**src/rtl/eight_to_three_encoder.sv**
```systemverilog
// eight_to_three_encoder: synchronised, debounced 8-to-3 priority encoder with a valid/ack handshake
//   clk        : system clock, rising edge
//   rst_n      : asynchronous active-low reset
//   EN         : synchronous encoder enable
//   in_I[7:0]  : raw asynchronous request lines, bit 7 highest priority
//   in_ack     : consumer acknowledge, honoured only while out_valid=1
//   out_Y[2:0] : latched code of the highest debounced request
//   out_valid  : out_Y is valid and not yet acknowledged
//   out_strobe : one-cycle pulse when out_valid rises
//   out_GS     : any debounced request high
module eight_to_three_encoder #(
    parameter int unsigned DB_CYCLES = 20'd1_000_000,
    parameter int unsigned CW = $clog2(DB_CYCLES) + 1
) (
    input  logic       clk,
    input  logic       rst_n,
    input  logic       EN,
    input  logic [7:0] in_I,
    input  logic       in_ack,
    output logic [2:0] out_Y,
    output logic       out_valid,
    output logic       out_strobe,
    output logic       out_GS
);
    typedef enum logic [1:0] {IDLE, CAPTURE, HOLD, RELEASE} state_t;
    localparam logic [CW-1:0] LAST = CW'(DB_CYCLES - 1);
    logic [7:0] meta_q, sync_q, db_q, db_d;
    logic [CW-1:0] cnt_q [8];
    logic [CW-1:0] cnt_d [8];
    logic [2:0] y_q, y_d, code;
    state_t state_q, state_d;
    // A counter only runs while the synchronised level disagrees with the accepted one,
    // so any disagreement shorter than DB_CYCLES cycles is discarded.
    always_comb begin
        db_d = db_q;
        for (int i = 0; i < 8; i++) begin
            cnt_d[i] = (sync_q[i] == db_q[i] || cnt_q[i] == LAST) ? '0 : cnt_q[i] + CW'(1);
            db_d[i] = (sync_q[i] != db_q[i] && cnt_q[i] == LAST) ? sync_q[i] : db_q[i];
        end
    end
    always_comb begin
        code = '0;
        for (int i = 0; i < 8; i++)
            if (db_q[i]) code = 3'(i);
    end
    always_comb begin
        state_d = state_q;
        y_d = y_q;
        case (state_q)
            IDLE: if (|db_q) begin
                state_d = CAPTURE;
                y_d = code;
            end
            CAPTURE: state_d = in_ack ? RELEASE : HOLD;
            HOLD: state_d = in_ack ? RELEASE : HOLD;
            RELEASE: state_d = |db_q ? RELEASE : IDLE;
        endcase
        if (!EN) begin
            state_d = IDLE;
            y_d = '0;
        end
    end
    always_ff @(posedge clk or negedge rst_n) begin
        if (!rst_n) begin
            meta_q <= '0;
            sync_q <= '0;
            db_q <= '0;
            for (int i = 0; i < 8; i++) cnt_q[i] <= '0;
            state_q <= IDLE;
            y_q <= '0;
        end else begin
            meta_q <= in_I;
            sync_q <= meta_q;
            db_q <= db_d;
            for (int i = 0; i < 8; i++) cnt_q[i] <= cnt_d[i];
            state_q <= state_d;
            y_q <= y_d;
        end
    end
    assign out_Y = y_q;
    assign out_valid = (state_q == CAPTURE) || (state_q == HOLD);
    assign out_strobe = state_q == CAPTURE;
    assign out_GS = |db_q;
endmodule

```
**config.mk**
```make
export PLATFORM = sky130hd
export DESIGN_NAME = eight_to_three_encoder
export DESIGN_NICKNAME = d
export VERILOG_FILES = /design/src/rtl/eight_to_three_encoder.sv
export SDC_FILE = /design/constraint.sdc
export NUM_CORES = 1
export LEC_CHECK = 0
export CAP_MARGIN = 20
export CORE_MARGIN = 2
export CORE_UTILIZATION = 50
export CTS_BUF_LIST = sky130_fd_sc_hd__clkbuf_16
export DETAILED_ROUTE_END_ITERATION = 16
export PLACE_DENSITY = 0.66
export SETUP_SLACK_MARGIN = 0.2
export SYNTH_ARGS = -nofsm -noshare
export SYNTH_HDL_FRONTEND = slang
export SYNTH_SLANG_ARGS = --single-unit
```
**constraint.sdc**
```tcl
create_clock -name clk -period 6.4 [get_ports clk]
set_clock_uncertainty 0.05 [all_clocks]
set_input_delay 1.92 -clock clk [delete_from_list [all_inputs] [get_ports clk]]
set_output_delay 1.92 -clock clk [all_outputs]
set_load 0.05 [all_outputs]
```
==> results by group <==
Job
  • Max-cap violations: 0

GRT
  • Grt ovf: 0
  • Vias in the first global route: 6606
  • Global route hottest layer: met2
  • First-pass GRT wire length: 31100 µm
  • Grt met1 use: 0.261
  • Met3 global-route usage: 0.0425
  • Initial antenna violation count: 0
  • GRT Overall Usage: 0.189
  • Met2 Track Usage GR: 0.304
  • Largest net degree at the start of global routing: 114

Synthesis
  • Syn Area/Cell: 9.92 µm²
  • Post-synth net total: 979
  • Adder-Cell Fraction of Synth Area: 0.0145
  • Sequential element share of the synthesized area: 0.520
  • Xor/xnor share of the synthesized area: 0.0933
  • Post-synthesis mux area share: 0.00950
  • Largest family of logic cells by synthesized area: simple AND/OR/NAND/NOR gates
  • Mapped cell area: 9480 µm²
  • Post-synthesis compound-gate area fraction: 0.0847
  • Synth Area in Simple Gates: 0.252
  • Synth Instances: 956
  • Synth unique cells: 47
  • Synthesized flop and latch total: 197
  • Synthesis Warnings: 0

CTS
  • Post-CTS resize count: 0
  • Total CTS buffers: 17
  • Worst-Skew Late Latency: 430 ps
  • CTS H-Tree Depth: 4
  • # Post-CTS Setup Buffers: 0
  • CTS clk-pin slew, worst paths: 70 ps
  • Hold-fix buffers, CTS: 0
  • Clock net sink count: 197
  • CTS tree: built
  • CTS root buf: clkbuf_16
  • Maximum clock path buffer count: 2

Timing
  • Relative slew slack: 0.404
  • Slew @ Worst Pin: 893 ps
  • Max Clk Rate: 230 MHz
  • Post-route setup TNS: 0 ps
  • RSZ-0062 raised after global routing: false
  • Final Max Slew Viols: 0
  • Fin. Hold Viols: 0
  • Clock period minus worst slack: 4360 ps
  • Final setup viols: 0
  • Final Cycle Share: 0.681

Critical path
  • Setup crit end kind: output port
  • Worst-path maximum fanout: 6
  • Startpoint Class: flop
  • WP data required: 4430 ps
  • Buf+Inv Stages, Crit Path: 1
  • Largest delay contributor family on the critical path: buffers and inverters
  • CP max-delay cell: clkdlybuf4s50_1
  • Worst Setup Path Type: reg2out
  • Crit path cell chain: nor4_1 > nand2_1 > clkdlybuf4s50_1
  • Largest stage delay on the critical path: 760 ps
  • CP Data Arrival Time: 2390 ps

Floorplanning
  • Die Y: 142 µm
  • Die footprint: 20100 µm²
  • Ports: 18
  • Initial Utilization: 0.509
  • Chip width: 142 µm
  • Core Area: 18600 µm²
  • Rows: 50

Detailed routing
  • DR vias: 6915
  • DRT iter0 DRCs: 424
  • DRC Markers: 0
  • Avg WL per Cell: 14.6 µm
  • Drt pass-1 iters: 5
  • Vias per cell: 5.71
  • Overall routed net length: 17700 µm
  • Antenna-violating nets left: 0

Finish
  • Commonest non-fill, non-tap cell in the layout: dfrtp_1
  • Nets: 988
  • Share of cells above drive strength 1: 0.0634
  • Most frequent cells in the layout: dfrtp_1 (197), nor2_1 (118), xor2_1 (71), a21oi_1 (60), nand3_1 (55)
  • Fill count: 1625
  • Layout area overhead: 10.7%
  • Final instance area: 10500 µm²
  • # diodes: 0

Worst hold path
  • Hold WC Path Type: reg2reg

Run status
  • Status: finished clean

Placed design
  • Routability cong.: 0.775
  • Post-DP Area: 9870 µm²
  • Port Buffers: 17
  • DP Wirelength: 11700 µm

Power
  • VDD IR-drop max: 0.000172 V
  • PwrDens: 242 nW/µm²
  • Static leakage: 4.30 nW
final cells by class:
type	instances	area (µm²)	area share
multi-input cells	697	4320	0.411
clock inverters	15	199	0.0190
well taps	234	293	0.0279
clock buffers	17	425	0.0405
flip-flops and latches	197	4930	0.470
repair buffers	25	234	0.0223
inverters	27	101	0.00965
metrics by stage:
step	instances	utilization	hold WS, ps	worst slack [ps]	power, mW
2_1_floorplan	956	-	281	3160	1.38
3_3_place_gp	1180	0.530	284	2480	1.44
3_5_place_dp	1180	0.530	285	2480	1.44
4_1_cts	1212	0.563	302	1990	2.58
5_1_grt	1212	0.563	322	1880	2.64
6_report	1212	0.563	300	2040	2.54
Yosys cell counts, drive strengths merged:
library cell,instances,share of area
a21boi,2,0.0016
a21o,1,0.00079
a21oi,62,0.034
a22oi,1,0.00079
a41oi,1,0.00092
and2,15,0.0099
and3,16,0.011
and4,14,0.013
buf,8,0.0047
clkbuf,27,0.011
dfrtp,197,0.52
ha,11,0.015
inv,27,0.011
mux2,8,0.0095
nand2,48,0.019
nand2b,1,0.00066
nand3,56,0.030
nand4,55,0.038
nor2,118,0.047
nor2b,2,0.0013
nor3,11,0.0058
nor3b,2,0.0016
nor4,20,0.013
nor4b,3,0.0028
nor4bb,3,0.0032
o21a,1,0.00079
o21ai,37,0.020
o21bai,2,0.0016
o311a,1,0.0011
o31ai,30,0.024
or2,2,0.0013
or3,33,0.022
or3b,1,0.00092
or4,38,0.031
or4b,1,0.0011
xnor2,30,0.028
xor2,71,0.066
where the power goes:
group / leakage [nW] / internal [mW] / switching [mW] / total [mW]
logic: 1.31 / 0.0421 / 0.0911 / 0.133
registers: 2.70 / 1.26 / 0.0181 / 1.28
clock network: 0.301 / 0.627 / 0.498 / 1.12
total: 4.30 / 1.93 / 0.607 / 2.54
registers in the layout, indices dropped and copies added, names as in the netlist:
name     count
db_q         8
state_q      2
meta_q       8
sync_q       8
out_Y        3
cnt_q      168
kinds of logic after synthesis:
group / after synthesis
AOI/OAI and AO/OA: 138
xor gates and xnor gates: 101
DFF: 197
buffers and inverters: 62
muxes: 8
and+or+nand+nor: 439
adders and majority gates: 11
routing by layer:
layer | up-vias | part of all wire
li1 | 3460 | -
met1 | 3359 | 0.48
met2 | 83 | 0.48
met3 | 13 | 0.028
met4 | 0 | 0.0093
met5 | - | 0
path summary, 6_finish.rpt:
kind | from | endpoint | slack (ps) | depth (start not counted)
worst max register to register | cnt_q[21] | cnt_q[41] | 3820 | 6
min in group asynchronous | rst_n | cnt_q[5] | 1520 | 1
worst min register to register | meta_q[5] | sync_q[5] | 300 | 0
max in group asynchronous | rst_n | cnt_q[114] | 3530 | 2
worst max-delay path | db_q[7] | out_GS | 2040 | 3
worst min-delay path | meta_q[5] | sync_q[5] | 300 | 0
Power figures use the tool's default switching activity.
==> patch 1: new RTL, config.mk and constraints unchanged <==
`DB_CYCLES`: 20'd1_000_000 -> 20'd500000.
--- a/src/rtl/eight_to_three_encoder.sv
+++ b/src/rtl/eight_to_three_encoder.sv
@@ -9,7 +9,7 @@
 //   out_strobe : one-cycle pulse when out_valid rises
 //   out_GS     : any debounced request high
 module eight_to_three_encoder #(
-    parameter int unsigned DB_CYCLES = 20'd1_000_000,
+    parameter int unsigned DB_CYCLES = 20'd500000,
     parameter int unsigned CW = $clog2(DB_CYCLES) + 1
 ) (
     input  logic       clk,
Behaviour: same outputs for any inputs over 10 cycles, from zero or initial values and one cycle with rst_n low; that may be too few to reach the edited logic, so the function may still have changed.
==> patch 1 against the unedited design <==
  * Area after synthesis fell by 3.2%
  * Wire length fell by 1.5%
  * Design area fell by 3.3%
  * Total power fell by 7.2%
  * Critical path type unchanged
  * Sequential cell count fell by 8
  * Utilization rose by 0.21 points
  * Highest routed layer unchanged
  * Worst setup slack got worse by 0.17 ns
==> patch 1: results (changes against the unedited design) <==
number of global-route vias before repair 6446 (-2.4%); static leakage 0.004006 µW (-6.9%); source of the worst register-to-register timing path cnt_q[152]; synthesis-stage register bit count 189 (-4.1%); Unique masters post-synth 49 (+4.3%); net count of the mapped netlist 956 (-2.3%); fill count 1565 (-3.7%); non-clock buffer area fraction after layout 0.02305 (+0.0007583); setup slack at placement 2.368 ns (-0.1146 ns); final setup slack of the worst path 1.873 ns (-0.1714 ns); flip-flop count of the largest register, all copies and words added 160 (-4.8%); post-synthesis cell count 933 (-2.4%); clock distribution area overhead in the final layout 0.05361 (-0.005864); most area-consuming cells after synthesis sky130_fd_sc_hd__dfrtp_1 52%, sky130_fd_sc_hd__xnor2_1 6.9%, sky130_fd_sc_hd__nor2_1 5.4%, sky130_fd_sc_hd__xor2_1 3.4%, sky130_fd_sc_hd__nand3_1 3.4%; minimum hold slack 0.3019 ns (+0.002125 ns); first-pass GRT wire length 30920 µm (-0.73%); arrival time at the worst endpoint 2.56 ns (+0.17 ns); gp weighted congestion 0.8620 (+11%); worst reg2reg path endpoint cnt_q[147]; end point of the most critical hold path sync_q[6]; complex-gate fraction of the synthesized area 0.07228 (-0.01243); top post-synthesis cells by count 189 x sky130_fd_sc_hd__dfrtp_1, 131 x sky130_fd_sc_hd__nor2_1, 72 x sky130_fd_sc_hd__xnor2_1, 62 x sky130_fd_sc_hd__nand3_1, 57 x sky130_fd_sc_hd__nand2_1; post-synthesis adder-cell area fraction 0.01500 (+0.0004869); Area after DPL 0.009608 mm² (-2.7%); run status finished clean; 1st-iter DRT viols 400 (-5.7%); cell internal power dissipation 1817 µW (-6.0%); inverter count of the layout excluding clock inverters 31 (+15%); reg-to-reg slack, setup 3.90 ns (+0.08 ns); transition time of the tightest slew-check pin 1.062 ns (+0.1686 ns); overall global routing resource usage 0.1925 (+0.003159); net count of the finished layout 978 (-1.0%)
-- patch 1: changes by cell type after synthesis, moves of 13 or more --
| cell | unedited run | this run |
|---|---|---|
| sky130_fd_sc_hd__a21oi_1 | 60 | 46 |
| sky130_fd_sc_hd__nand4_1 | 54 | 38 |
| sky130_fd_sc_hd__nor2_1 | 118 | 131 |
| sky130_fd_sc_hd__nor3_1 | 11 | 28 |
| sky130_fd_sc_hd__o31ai_1 | 30 | 16 |
| sky130_fd_sc_hd__xnor2_1 | 30 | 72 |
| sky130_fd_sc_hd__xor2_1 | 71 | 36 |
-- patch 1: metal layers --
metal  share of wire  track usage  routed length (µm)
met1            0.51       0.2808                8965
met2            0.45       0.2970                7857
met3           0.025      0.03854                 431
met4          0.0094      0.04891                 163
met5               0            0                   0
-- patch 1: critical path, stage by stage (launching register included) --
cell	delay, ns
sky130_fd_sc_hd__dfrtp_1	0.45
sky130_fd_sc_hd__nor4_1	0.70
sky130_fd_sc_hd__nand2_1	0.22
sky130_fd_sc_hd__clkdlybuf4s50_1	0.75
==> patch 2: new RTL, same settings <==
Made on the original files. Reset style: synchronous (`rst_n`), changed in one clocked block. Comments in the files are not updated.
--- a/src/rtl/eight_to_three_encoder.sv
+++ b/src/rtl/eight_to_three_encoder.sv
@@ -60,7 +60,7 @@
             y_d = '0;
         end
     end
-    always_ff @(posedge clk or negedge rst_n) begin
+    always_ff @(posedge clk) begin
         if (!rst_n) begin
             meta_q <= '0;
             sync_q <= '0;
Formal check against the unedited RTL: no difference found for any inputs over 10 cycles, from zero or initial values and one cycle with rst_n low; that may be too few to reach the edited logic, so the function may still have changed.
==> patch 2 against the unedited design <==
  * First-iteration DRC count is 5.9% lower
  * Via count is 1.2% lower
  * Design area is 7.3% lower
  * Worst setup slack worse by 0.046 ns
  * Area after synthesis is 7.4% lower
  * Critical path depth stayed put
  * Sequential cell count stayed put
  * Sequential share of layout area is 6.4 points lower
  * Fmax is 1.0% lower
  * Worst hold slack better by 0.084 ns
  * Wire length is 8.5% lower
Power is not compared: it rests on default switching activity, and its combinational part moved more than twofold at a synthesized area within 25%.
==> patch 2: results (changes against the unedited design) <==
run status finished clean; CTS hold repair buffers 0 (unchanged); minimum hold slack 0.3837 ns (+0.08393 ns); level count of the clock H-tree 4 (unchanged); postcts setup bufs 0 (unchanged); number of buffers between clock root and the deepest sink 2 (unchanged); 1st-iter DRT viols 399 (-5.9%); Crit Path Max Fanout 6 (unchanged); Clock Root Buffer sky130_fd_sc_hd__clkbuf_16; number of non-filler instances in the completed layout 1253 (+3.4%); total of buffers placed on input and output ports 17 (unchanged); net count of the mapped netlist 1034 (+5.6%); fraction of layout instances using a drive strength above 1 0.05350 (-0.009893); source of the worst hold timing path meta_q[3]; per-instance average area after synthesis 8.692 µm² (-12%); max-slew violation count 0 (unchanged); sequential area share after synthesis 0.4493 (-0.07060); antenna diode count 0 (unchanged); Unique masters post-synth 51 (+8.5%); gp weighted congestion 0.7799 (+0.66%); cell with the biggest individual delay on the critical path sky130_fd_sc_hd__clkdlybuf4s50_1; clock transition time at the flip-flop clock pins of the worst setup and hold paths approximately 0.060 ns; worst reg2reg path depth 5 (-1); worst min path class reg2reg; first-pass GRT wire length 28700 µm (-7.8%); Synth async-reset ratio 0 (-1.000); post-CTS sizing 0 (unchanged); end point of the most critical hold path sync_q[3]; first drt pass iteration count 4 (-1); initial antenna violation count 0 (unchanged); pin count of the biggest net entering global routing 22 (-81%); HPWL reported at the end of detailed placement 11260 µm (-3.5%); reg-to-reg slack, setup 4.14 ns (+0.32 ns); overall global routing resource usage 0.1865 (-0.002829); delay of the slowest cell on the worst path 0.73 ns (-0.03 ns); worst reg2reg path endpoint cnt_q[1][18]; register with the highest flop count cnt_q; number of global-route vias before repair 6312 (-4.5%); clock buffers created by TritonCTS 17 (unchanged); final wirelength 16180 µm (-8.5%); static leakage approximately 0.0030 µW; cell depth of the worst min-delay path 1 (+1); Clock Latency Late Sink around 0.42 ns; source of the worst register-to-register timing path cnt_q[1][0]; top post-synthesis cells by count 197 x sky130_fd_sc_hd__dfxtp_1, 133 x sky130_fd_sc_hd__nor2_1, 61 x sky130_fd_sc_hd__a21oi_1, 59 x sky130_fd_sc_hd__nand2_1, 56 x sky130_fd_sc_hd__xor2_1; Worst VDD drop a little under 200 µV; Via-to-Cell Ratio 5.453 (-4.4%); number of flops mapped to enable cells by yosys 0 (unchanged); most area-consuming cells after synthesis sky130_fd_sc_hd__dfxtp_1 45%, sky130_fd_sc_hd__nor2_1 5.7%, sky130_fd_sc_hd__xor2_1 5.6%, sky130_fd_sc_hd__xnor2_1 4.9%, sky130_fd_sc_hd__a21oi_1 3.5%; post-route setup TNS 0 ns (unchanged); total placed cells including tap cells 1222 (+3.6%); transition time of the tightest slew-check pin 0.9102 ns (+0.01694 ns)
==> patch 2: changes by cell type after synthesis, moves of 7 or more <==
cell	before	now
sky130_fd_sc_hd__dfrtp_1	197	0
sky130_fd_sc_hd__dfxtp_1	0	197
sky130_fd_sc_hd__xnor2_1	30	49
sky130_fd_sc_hd__nor2_1	118	133
sky130_fd_sc_hd__xor2_1	71	56
sky130_fd_sc_hd__nand2_1	48	59
sky130_fd_sc_hd__o31ai_1	30	19
sky130_fd_sc_hd__and2_1	15	24
sky130_fd_sc_hd__nor3_1	11	20
sky130_fd_sc_hd__inv_1	25	32
sky130_fd_sc_hd__nand3_1	55	48
==> patch 2: final cells by class <==
type / count / area [µm²]
fillers: 1577 / 7507
well taps: 225 / 281.5
multi-input cells: 743 / 4567
clock buffers: 17 / 425.4
flip-flops and latches: 197 / 3944
clock inverters: 14 / 161.4
inverters: 32 / 120.1
repair buffers: 25 / 230.2
==> patch 2: worst max-delay path by stage <==
stage                 start      to  slack [ns]
global placement    db_q[3]  out_GS        2.45
global route        db_q[3]  out_GS        1.93
CTS                 db_q[3]  out_GS        1.98
floorplan           db_q[3]  out_GS        3.00
detailed placement  db_q[3]  out_GS        2.45
finish              db_q[3]  out_GS        2.00
==> patch 2: per-stage QoR <==
step                      setup slack (ns)  cell area [µm²]
after floorplan                      3.004             8778
after global placement               2.454             9143
after detailed placement             2.449             9143
after CTS                            1.985             9729
after global routing                 1.925             9729
final                                1.999             9729
==> patch 2: kinds of logic (layout without fill, tap and decap cells) <==
group / Yosys count / in the layout / synth area share
DFF: 197 / 197 / 0.4493
and+or+nand+nor: 481 / 481 / 0.2993
AOI/OAI and AO/OA: 141 / 141 / 0.09336
xor gates and xnor gates: 105 / 105 / 0.1048
adders and majority gates: 12 / 12 / 0.01710
muxes: 4 / 4 / 0.004846
buffers and inverters: 70 / 88 / 0.03136
==> patch 2: power by group <==
part           internal (µW)  switching (µW)  total, µW
Combinational           12.8            16.9       29.6
Sequential              1230            3.29       1230
Clock                    611             455       1070
==> patch 2: critical path: cells and delay by family, from the launching register on <==
kind,cells,cell delay [ns]
AND/OR/NAND/NOR,2,0.93
buffers and inverters,1,0.73
flip-flops,1,0.35
==> patch 2: per-layer routing <==
metal	share of wire	track usage
met1	0.52	0.2592
met2	0.45	0.2944
met3	0.026	0.04370
met5	0	0
met4	0.0086	0.04282
